--- src/rtl/delivery_ctrl_if.sv ---
// Handshake and status bundle between the delivery controller and the track plant.
// The controller takes the master side; the plant or bench takes the slave side.
interface delivery_ctrl_if #(
  parameter int CW   = 2,
  parameter int CNTW = 8
);
  logic            hall;
  logic [CW-1:0]   object_color;
  logic [CW-1:0]   station_color;
  logic            end_of_track;
  logic            uturn_finished;
  logic            brake_finished;
  logic            reverse_finished;
  logic            fbrake_finished;
  logic            buzz_finished;
  logic            fault_clear;

  logic            en_tracking;
  logic            en_uturn;
  logic            en_brake;
  logic            en_reverse;
  logic            en_fbrake;
  logic            en_buzz;
  logic            en_object;
  logic            en_station;
  logic [3:0]      ssd_state;
  logic [CW-1:0]   active_color;
  logic            fault;
  logic [CNTW-1:0] delivered_cnt;

  modport master (
    input  hall, object_color, station_color, end_of_track, uturn_finished,
           brake_finished, reverse_finished, fbrake_finished, buzz_finished,
           fault_clear,
    output en_tracking, en_uturn, en_brake, en_reverse, en_fbrake, en_buzz,
           en_object, en_station, ssd_state, active_color, fault, delivered_cnt
  );

  modport slave (
    output hall, object_color, station_color, end_of_track, uturn_finished,
           brake_finished, reverse_finished, fbrake_finished, buzz_finished,
           fault_clear,
    input  en_tracking, en_uturn, en_brake, en_reverse, en_fbrake, en_buzz,
           en_object, en_station, ssd_state, active_color, fault, delivered_cnt
  );
endinterface

--- src/rtl/delivery_ctrl.sv ---
// Color-sorting delivery controller: debounced hall detection, one-hot mission FSM,
// per-phase watchdog and delivery counter. All outputs are registered from next state.
module delivery_ctrl #(
  parameter int CW        = 2,
  parameter int DEB       = 16,
  parameter int TMO       = 250000000,
  parameter int CNTW      = 8,
  parameter int RET_UTURN = 1
) (
  input  logic           clk,
  input  logic           rst,
  delivery_ctrl_if.master bus
);

  localparam int WDW = (TMO > 1) ? $clog2(TMO) : 1;
  localparam logic [WDW-1:0] WD_LAST  = WDW'(TMO - 1);
  localparam logic [15:0]    DEB_LAST = 16'(DEB - 1);
  localparam logic [15:0]    DEB_SAT  = 16'(DEB);

  localparam logic [9:0] S_READY   = 10'b00_0000_0001;
  localparam logic [9:0] S_NOCOLOR = 10'b00_0000_0010;
  localparam logic [9:0] S_SEND    = 10'b00_0000_0100;
  localparam logic [9:0] S_MATCH   = 10'b00_0000_1000;
  localparam logic [9:0] S_UTURN   = 10'b00_0001_0000;
  localparam logic [9:0] S_RETURN  = 10'b00_0010_0000;
  localparam logic [9:0] S_EOT     = 10'b00_0100_0000;
  localparam logic [9:0] S_REVERSE = 10'b00_1000_0000;
  localparam logic [9:0] S_EOR     = 10'b01_0000_0000;
  localparam logic [9:0] S_FAULT   = 10'b10_0000_0000;
  localparam logic [9:0] TIMED     = S_UTURN | S_REVERSE | S_EOT | S_EOR;

  localparam logic [7:0] EN_TRK = 8'h80;
  localparam logic [7:0] EN_UTN = 8'h40;
  localparam logic [7:0] EN_BRK = 8'h20;
  localparam logic [7:0] EN_REV = 8'h10;
  localparam logic [7:0] EN_FBR = 8'h08;
  localparam logic [7:0] EN_BUZ = 8'h04;
  localparam logic [7:0] EN_OBJ = 8'h02;
  localparam logic [7:0] EN_STN = 8'h01;

  logic [9:0]      state_q, state_d;
  logic [15:0]     deb_q, deb_d;
  logic [WDW-1:0]  wd_q, wd_d;
  logic            returning_q, returning_d;
  logic [CW-1:0]   color_q, color_d;
  logic [CNTW-1:0] cnt_q, cnt_d;
  logic [7:0]      en_q, en_d;
  logic [3:0]      ssd_q, ssd_d;
  logic            fault_q, fault_d;
  logic            det, timed, tmo;

  // Debounce saturates at DEB so a held-low hall fires det only once.
  always_comb begin
    det   = !bus.hall && (deb_q == DEB_LAST);
    deb_d = bus.hall ? '0 : ((deb_q == DEB_SAT) ? deb_q : deb_q + 16'd1);
  end

  always_comb begin
    timed       = (state_q & TIMED) != '0;
    tmo         = timed && (wd_q == WD_LAST);
    state_d     = state_q;
    case (state_q)
      S_READY:   if (det) state_d = (bus.object_color == '0) ? S_NOCOLOR : S_SEND;
      S_NOCOLOR: if (bus.buzz_finished) state_d = S_READY;
      S_SEND: begin
        if (bus.station_color == color_q) state_d = S_MATCH;
        else if (bus.end_of_track)        state_d = S_EOT;
      end
      S_MATCH:   if (det) state_d = S_UTURN;
      S_UTURN: begin
        if (bus.uturn_finished)
          state_d = (returning_q || RET_UTURN == 0) ? S_REVERSE : S_RETURN;
        else if (tmo) state_d = S_FAULT;
      end
      S_RETURN:  if (bus.end_of_track) state_d = S_EOT;
      S_EOT: begin
        if (bus.brake_finished && (bus.buzz_finished || returning_q))
          state_d = (RET_UTURN == 1 || !returning_q) ? S_UTURN : S_REVERSE;
        else if (tmo) state_d = S_FAULT;
      end
      S_REVERSE: begin
        if (bus.reverse_finished) state_d = S_EOR;
        else if (tmo)             state_d = S_FAULT;
      end
      S_EOR: begin
        if (bus.fbrake_finished) state_d = S_READY;
        else if (tmo)            state_d = S_FAULT;
      end
      S_FAULT:   if (bus.fault_clear) state_d = S_READY;
      default:   state_d = S_READY;
    endcase

    wd_d = (state_d != state_q || !timed) ? '0 : wd_q + 1'b1;

    returning_d = returning_q;
    if (state_d == S_READY)       returning_d = 1'b0;
    else if (state_d == S_RETURN) returning_d = 1'b1;

    color_d = color_q;
    if (state_q == S_READY && state_d == S_SEND) color_d = bus.object_color;
    else if (state_d == S_RETURN)                color_d = '0;

    cnt_d = cnt_q;
    if (state_d == S_MATCH && state_q != S_MATCH) cnt_d = cnt_q + 1'b1;
  end

  always_comb begin
    en_d    = EN_OBJ;
    ssd_d   = 4'd0;
    fault_d = 1'b0;
    case (state_d)
      S_NOCOLOR: begin en_d = EN_BUZ;           ssd_d = 4'd3;  end
      S_SEND:    begin en_d = EN_TRK | EN_STN;  ssd_d = 4'd1;  end
      S_MATCH:   begin en_d = EN_BRK | EN_BUZ;  ssd_d = 4'd2;  end
      S_UTURN:   begin en_d = EN_UTN;           ssd_d = 4'd8;  end
      S_RETURN:  begin en_d = EN_TRK;           ssd_d = 4'd9;  end
      S_EOT:     begin
        en_d  = EN_BRK | (returning_d ? 8'h00 : EN_BUZ);
        ssd_d = 4'd7;
      end
      S_REVERSE: begin en_d = EN_REV;           ssd_d = 4'd10; end
      S_EOR:     begin en_d = EN_FBR;           ssd_d = 4'd11; end
      S_FAULT:   begin en_d = EN_BUZ; ssd_d = 4'd15; fault_d = 1'b1; end
      default:   en_d = EN_OBJ;
    endcase
  end

  always_ff @(posedge clk or negedge rst) begin
    if (!rst) begin
      state_q     <= S_READY;
      deb_q       <= '0;
      wd_q        <= '0;
      returning_q <= 1'b0;
      color_q     <= '0;
      cnt_q       <= '0;
      en_q        <= EN_OBJ;
      ssd_q       <= 4'd0;
      fault_q     <= 1'b0;
    end else begin
      state_q     <= state_d;
      deb_q       <= deb_d;
      wd_q        <= wd_d;
      returning_q <= returning_d;
      color_q     <= color_d;
      cnt_q       <= cnt_d;
      en_q        <= en_d;
      ssd_q       <= ssd_d;
      fault_q     <= fault_d;
    end
  end

  assign bus.en_tracking   = en_q[7];
  assign bus.en_uturn      = en_q[6];
  assign bus.en_brake      = en_q[5];
  assign bus.en_reverse    = en_q[4];
  assign bus.en_fbrake     = en_q[3];
  assign bus.en_buzz       = en_q[2];
  assign bus.en_object     = en_q[1];
  assign bus.en_station    = en_q[0];
  assign bus.ssd_state     = ssd_q;
  assign bus.active_color  = color_q;
  assign bus.fault         = fault_q;
  assign bus.delivered_cnt = cnt_q;

endmodule
--- src/flat_wrapper.sv ---
// flat-port wrapper written by rule: the top's interface ports become plain ports
module delivery_ctrl_flat 
#(
  parameter int CW        = 2,
  parameter int DEB       = 16,
  parameter int TMO       = 250000000,
  parameter int CNTW      = 8,
  parameter int RET_UTURN = 1
)
  (clk, rst, bus_hall, bus_object_color, bus_station_color, bus_end_of_track, bus_uturn_finished, bus_brake_finished, bus_reverse_finished, bus_fbrake_finished, bus_buzz_finished, bus_fault_clear, bus_en_tracking, bus_en_uturn, bus_en_brake, bus_en_reverse, bus_en_fbrake, bus_en_buzz, bus_en_object, bus_en_station, bus_ssd_state, bus_active_color, bus_fault, bus_delivered_cnt);
  delivery_ctrl_if #(.CW(CW), .CNTW(CNTW)) bus_i ();
  input  logic clk;
  input  logic rst;
  input wire logic [$bits(bus_i.hall)-1:0] bus_hall;
  input wire logic [$bits(bus_i.object_color)-1:0] bus_object_color;
  input wire logic [$bits(bus_i.station_color)-1:0] bus_station_color;
  input wire logic [$bits(bus_i.end_of_track)-1:0] bus_end_of_track;
  input wire logic [$bits(bus_i.uturn_finished)-1:0] bus_uturn_finished;
  input wire logic [$bits(bus_i.brake_finished)-1:0] bus_brake_finished;
  input wire logic [$bits(bus_i.reverse_finished)-1:0] bus_reverse_finished;
  input wire logic [$bits(bus_i.fbrake_finished)-1:0] bus_fbrake_finished;
  input wire logic [$bits(bus_i.buzz_finished)-1:0] bus_buzz_finished;
  input wire logic [$bits(bus_i.fault_clear)-1:0] bus_fault_clear;
  output wire logic [$bits(bus_i.en_tracking)-1:0] bus_en_tracking;
  output wire logic [$bits(bus_i.en_uturn)-1:0] bus_en_uturn;
  output wire logic [$bits(bus_i.en_brake)-1:0] bus_en_brake;
  output wire logic [$bits(bus_i.en_reverse)-1:0] bus_en_reverse;
  output wire logic [$bits(bus_i.en_fbrake)-1:0] bus_en_fbrake;
  output wire logic [$bits(bus_i.en_buzz)-1:0] bus_en_buzz;
  output wire logic [$bits(bus_i.en_object)-1:0] bus_en_object;
  output wire logic [$bits(bus_i.en_station)-1:0] bus_en_station;
  output wire logic [$bits(bus_i.ssd_state)-1:0] bus_ssd_state;
  output wire logic [$bits(bus_i.active_color)-1:0] bus_active_color;
  output wire logic [$bits(bus_i.fault)-1:0] bus_fault;
  output wire logic [$bits(bus_i.delivered_cnt)-1:0] bus_delivered_cnt;
  assign bus_i.hall = bus_hall;
  assign bus_i.object_color = bus_object_color;
  assign bus_i.station_color = bus_station_color;
  assign bus_i.end_of_track = bus_end_of_track;
  assign bus_i.uturn_finished = bus_uturn_finished;
  assign bus_i.brake_finished = bus_brake_finished;
  assign bus_i.reverse_finished = bus_reverse_finished;
  assign bus_i.fbrake_finished = bus_fbrake_finished;
  assign bus_i.buzz_finished = bus_buzz_finished;
  assign bus_i.fault_clear = bus_fault_clear;
  assign bus_en_tracking = bus_i.en_tracking;
  assign bus_en_uturn = bus_i.en_uturn;
  assign bus_en_brake = bus_i.en_brake;
  assign bus_en_reverse = bus_i.en_reverse;
  assign bus_en_fbrake = bus_i.en_fbrake;
  assign bus_en_buzz = bus_i.en_buzz;
  assign bus_en_object = bus_i.en_object;
  assign bus_en_station = bus_i.en_station;
  assign bus_ssd_state = bus_i.ssd_state;
  assign bus_active_color = bus_i.active_color;
  assign bus_fault = bus_i.fault;
  assign bus_delivered_cnt = bus_i.delivered_cnt;
  delivery_ctrl #(.CW(CW), .DEB(DEB), .TMO(TMO), .CNTW(CNTW), .RET_UTURN(RET_UTURN)) u_core (.clk(clk), .rst(rst), .bus(bus_i));
endmodule
--- config.mk ---
export PLATFORM = sky130hd
export DESIGN_NAME = delivery_ctrl_flat
export DESIGN_NICKNAME = d
export VERILOG_FILES = /design/src/rtl/delivery_ctrl_if.sv /design/src/rtl/delivery_ctrl.sv /design/src/flat_wrapper.sv
export SDC_FILE = /design/constraint.sdc
export NUM_CORES = 1
export LEC_CHECK = 0
export CAP_MARGIN = 10
export CORE_MARGIN = 2
export CORE_UTILIZATION = 55
export DETAILED_ROUTE_END_ITERATION = 8
export GPL_TIMING_DRIVEN = 0
export PLACE_DENSITY = 0.84
export SLEW_MARGIN = 0
export SYNTH_ARGS = -nofsm -noshare
export SYNTH_HDL_FRONTEND = slang
export SYNTH_SLANG_ARGS = --single-unit
--- constraint.sdc ---
create_clock -name clk -period 5.24 [get_ports clk]
set_input_delay 1.048 -clock clk [delete_from_list [all_inputs] [get_ports clk]]
set_output_delay 1.048 -clock clk [all_outputs]
set_load 0.02 [all_outputs]
==> results.rst <==
.. list-table::
   :header-rows: 1

   * - Metric
     - Value
   * - Xor/xnor share of the synthesized area
     - 0.106
   * - Via density per instance
     - 5.83
   * - Sequential cell area
     - 0.00195 mm2
   * - Largest family of logic cells by synthesized area
     - simple AND/OR/NAND/NOR gates
   * - Number of fillers in the final layout
     - 580
   * - Synth Cell Area
     - 0.00398 mm2
   * - Total count of max-transition violations in the final report
     - 0
   * - Hold_buf cts
     - 0
   * - Number of antenna violations at the first check in global routing
     - 0
   * - Post-CTS Setup Repair Bufs
     - 0
   * - Final setup skew
     - 0.0162 ns
   * - Worst skew pair latency
     - 0.35 ns
   * - Library cells used by synthesis
     - 54
   * - Synth Register Bits
     - 78
   * - Internal power
     - 956 uW
   * - Combinational share of power
     - 0.122
   * - Count of buffers from port buffering
     - 35
   * - Min cycle time layout
     - 3.40 ns
   * - Final design area excluding fillers
     - 0.00469 mm2
   * - I/O pins
     - 37
   * - Post-route ant nets
     - 0
   * - Instance area at placement
     - 0.00448 mm2
   * - Area used by multi-input combinational logic
     - 0.00193 mm2
   * - Switching power share of the total
     - 0.250
   * - Run status
     - finished, final reports clean
   * - Hold Path Class
     - reg -> reg
   * - Synthesized-area fraction occupied by ao, oa, aoi and oai cells
     - 0.0827
   * - Proportion of synthesized area in mux cells
     - 0.00283
   * - Worst slew margin relative to its limit
     - 0.210
   * - Pin count of the biggest net entering global routing
     - 77
   * - Cell type with the highest aggregate area in the netlist
     - sky130_fd_sc_hd__dfrtp_1
   * - TritonCTS clock tree
     - built
   * - Detailed-route via count
     - 3285
   * - Setup repair after global routing missed its margin
     - no
   * - Mean Syn Cell Area
     - 9.66 um2
   * - Number of standard cells after synthesis
     - 412
   * - Die Height
     - 89.1 um
   * - Worst EP required
     - 5.49 ns
   * - Kind of launch point of the worst setup path
     - input port
   * - Register-to-register path setup slack
     - 2.11 ns
   * - Sequential area share after synthesis
     - 0.491
   * - Cell depth of the worst flop-to-flop path
     - 6
   * - DRC violation count after routing
     - 0
   * - Final-layout setup total negative slack
     - 0 ns
   * - Count of antenna diodes in the layout
     - 0
   * - Root buf cell
     - sky130_fd_sc_hd__clkbuf_8
   * - Cell with the most instances after synthesis
     - sky130_fd_sc_hd__dfrtp_1
   * - Async set-or-reset flop fraction in the synthesized netlist
     - 1.00
   * - Syn-to-layout area delta
     - 17.9%
   * - Sequential group share of total power
     - 0.499
   * - Sum of routed wire length over all layers
     - 8530 um
   * - Clock Power Share
     - 0.379
   * - RD Place Congestion
     - 0.909
   * - Dominant register cell in the synthesized netlist
     - sky130_fd_sc_hd__dfrtp_1
   * - Maximum root-to-sink buffer count
     - 2
   * - Starting density of the core
     - 0.558
   * - Max rail drop VDD
     - 0.127 mV
   * - Final cycle utilization of the critical path
     - 0.650
   * - Finish-stage setup viols
     - 0
   * - Share of synthesized cell area in full adder, half adder and majority cells
     - 0.0126
   * - Data arrival time at the worst-slack endpoint
     - 3.65 ns
   * - Post-synthesis net count
     - 430
   * - Number of clock sinks
     - 78
   * - EDFF count, synth
     - 0
   * - Min-Delay Path Depth
     - 1
   * - Remaining global-route overflow
     - 0
   * - Vias in the first global route
     - 2997
   * - Net switching component of the power
     - 319 uW
   * - Number of rows created at floorplan
     - 31
   * - Cell types occupying the most area after synthesis
     - sky130_fd_sc_hd__dfrtp_1 (48%), sky130_fd_sc_hd__xor2_1 (6.8%), sky130_fd_sc_hd__nor2_1 (5.8%)
   * - Global-route wire length before repair
     - 13800 um
   * - Clock Pin Slew Worst Setup and Hold Paths
     - 0.08 ns
   * - Synthesis Warnings
     - 0
   * - Core Util, Final
     - 0.657
   * - Most used standard cells in the synthesized netlist
     - sky130_fd_sc_hd__dfrtp_1 (76), sky130_fd_sc_hd__nor2_1 (61), sky130_fd_sc_hd__xor2_1 (31)
   * - Count of instances resized after the clock tree is built
     - 0
   * - Share of final-layout standard cells stronger than drive strength 1
     - 0.0754
   * - Kind of capture point of the worst setup path
     - flip-flop
   * - Die Outline Area
     - 0.00793 mm2
   * - Slew at the pin closest to its max-slew limit
     - 1.17 ns
   * - Area share of the largest cell type after synthesis
     - 0.478
   * - Die boundary width
     - 89.1 um
   * - Number of clock buffers inserted by TritonCTS
     - 9
   * - Post-DP HPWL
     - 6190 um
   * - Power density relative to cell area
     - 272 mW/mm2
   * - Maximum fanout encountered on the critical timing path
     - 8
   * - Highest clock frequency the design can meet
     - 0.294 GHz
   * - Final Hold Viols
     - 0
   * - Pleak
     - 2.00 nW
   * - Number of nets in the layout
     - 477
   * - Gr usage total
     - 0.227
   * - Fraction of the mapped netlist area in simple logic gates
     - 0.282
   * - Area of the core
     - 0.00714 mm2
   * - Max-cap violations
     - 0
   * - Critical setup path kind
     - in -> reg
   * - Number of levels in the clock H-tree
     - 3
   * - First drt pass iteration count
     - 5
   * - 1st-iter DRT viols
     - 226
   * - Post-DR wirelength/cell
     - 15.2 um
[state kept, by name, summed over array words and instances, names as in the netlist]
name	flops
u_core.wd_q	28
u_core.deb_q	16
u_core.state_q	10
u_core.bus.delivered_cnt	8
u_core.en_q	8
u_core.bus.ssd_state	4
u_core.bus.active_color	2
u_core.bus.fault	1
u_core.returning_q	1
[power groups by stage]
stage,Combinational (mW),Clock [mW],Sequential (mW)
after global routing,0.169,0.518,0.639
after global placement,0.150,0,0.647
after detailed placement,0.153,0,0.647
after CTS,0.155,0.494,0.636
final,0.155,0.483,0.636
after floorplan,0.0707,0,0.661
[path summary, 6_finish.rpt]
kind	from	to
setup reg to reg	u_core.deb_q[5]$_DFFE_PN0P_	u_core.bus.ssd_state[1]$_DFF_PN0_
hold reg to reg	u_core.bus.delivered_cnt[7]$_DFFE_PN0P_	u_core.bus.delivered_cnt[7]$_DFFE_PN0P_
max in group asynchronous	rst	u_core.state_q[0]$_DFF_PN1_
hold / removal	u_core.bus.delivered_cnt[7]$_DFFE_PN0P_	u_core.bus.delivered_cnt[7]$_DFFE_PN0P_
min in group asynchronous	rst	u_core.bus.active_color[1]$_DFFE_PN0P_
setup / recovery	bus_hall	u_core.bus.ssd_state[1]$_DFF_PN0_
[layout make-up]
class | instances | area share
plain buffers | 9 | 0.00880
clock buffers | 11 | 0.0280
clock inverters | 5 | 0.0173
inverters | 13 | 0.0104
multi-input cells | 312 | 0.412
flip-flops and latches | 78 | 0.417
well taps | 99 | 0.0264
repair buffers | 36 | 0.0800
[worst max-delay path: stages]
cell and delay (ns):
sky130_fd_sc_hd__buf_6 0.11, sky130_fd_sc_hd__or4_4 0.53, sky130_fd_sc_hd__nor4_1 0.72, sky130_fd_sc_hd__o21ai_0 0.15, sky130_fd_sc_hd__a211oi_1 0.56, sky130_fd_sc_hd__a41oi_1 0.30, sky130_fd_sc_hd__nor3_1 0.22
[per-stage QoR]
| step | total power [mW] | setup WS (ns) | hold slack, ns | instances |
|---|---|---|---|---|
| detailed placement | 0.801 | 1.68 | 0.461 | 547 |
| floorplan | 0.731 | 1.91 | 0.448 | 412 |
| finish | 1.27 | 1.84 | 0.470 | 563 |
| global placement | 0.797 | 0.589 | 0.463 | 546 |
| global route | 1.33 | 1.82 | 0.484 | 563 |
| CTS | 1.28 | 2.04 | 0.477 | 563 |
[cells by family (layout without fill, tap and decap cells)]
group / count (synthesis) / after routing
xor gates and xnor gates: 48 / 48
buffers and inverters: 22 / 74
and+or+nand+nor: 212 / 212
DFF: 78 / 78
AOI/OAI and AO/OA: 47 / 47
adders and majority gates: 4 / 4
muxes: 1 / 1
[metal layers]
metal  track usage  routed length (um)  up-vias
li1              -                   -     1555
met1         0.310                3800     1607
met2         0.367                4180      111
met3        0.0323                 416       12
met4        0.0896                 136        0
met5             0                   0        -
[cells in the final DEF, fill, tap and decap left out, types with 11 or more instances in the layout]
master,count
sky130_fd_sc_hd__nand3_1,24
sky130_fd_sc_hd__xor2_1,31
sky130_fd_sc_hd__clkdlybuf4s50_1,34
sky130_fd_sc_hd__nand4_1,15
sky130_fd_sc_hd__inv_1,12
sky130_fd_sc_hd__and3_1,11
sky130_fd_sc_hd__nand2_1,29
sky130_fd_sc_hd__nor2_1,61
sky130_fd_sc_hd__xnor2_1,17
sky130_fd_sc_hd__dfrtp_1,76
(Power assumes the default switching activity.)
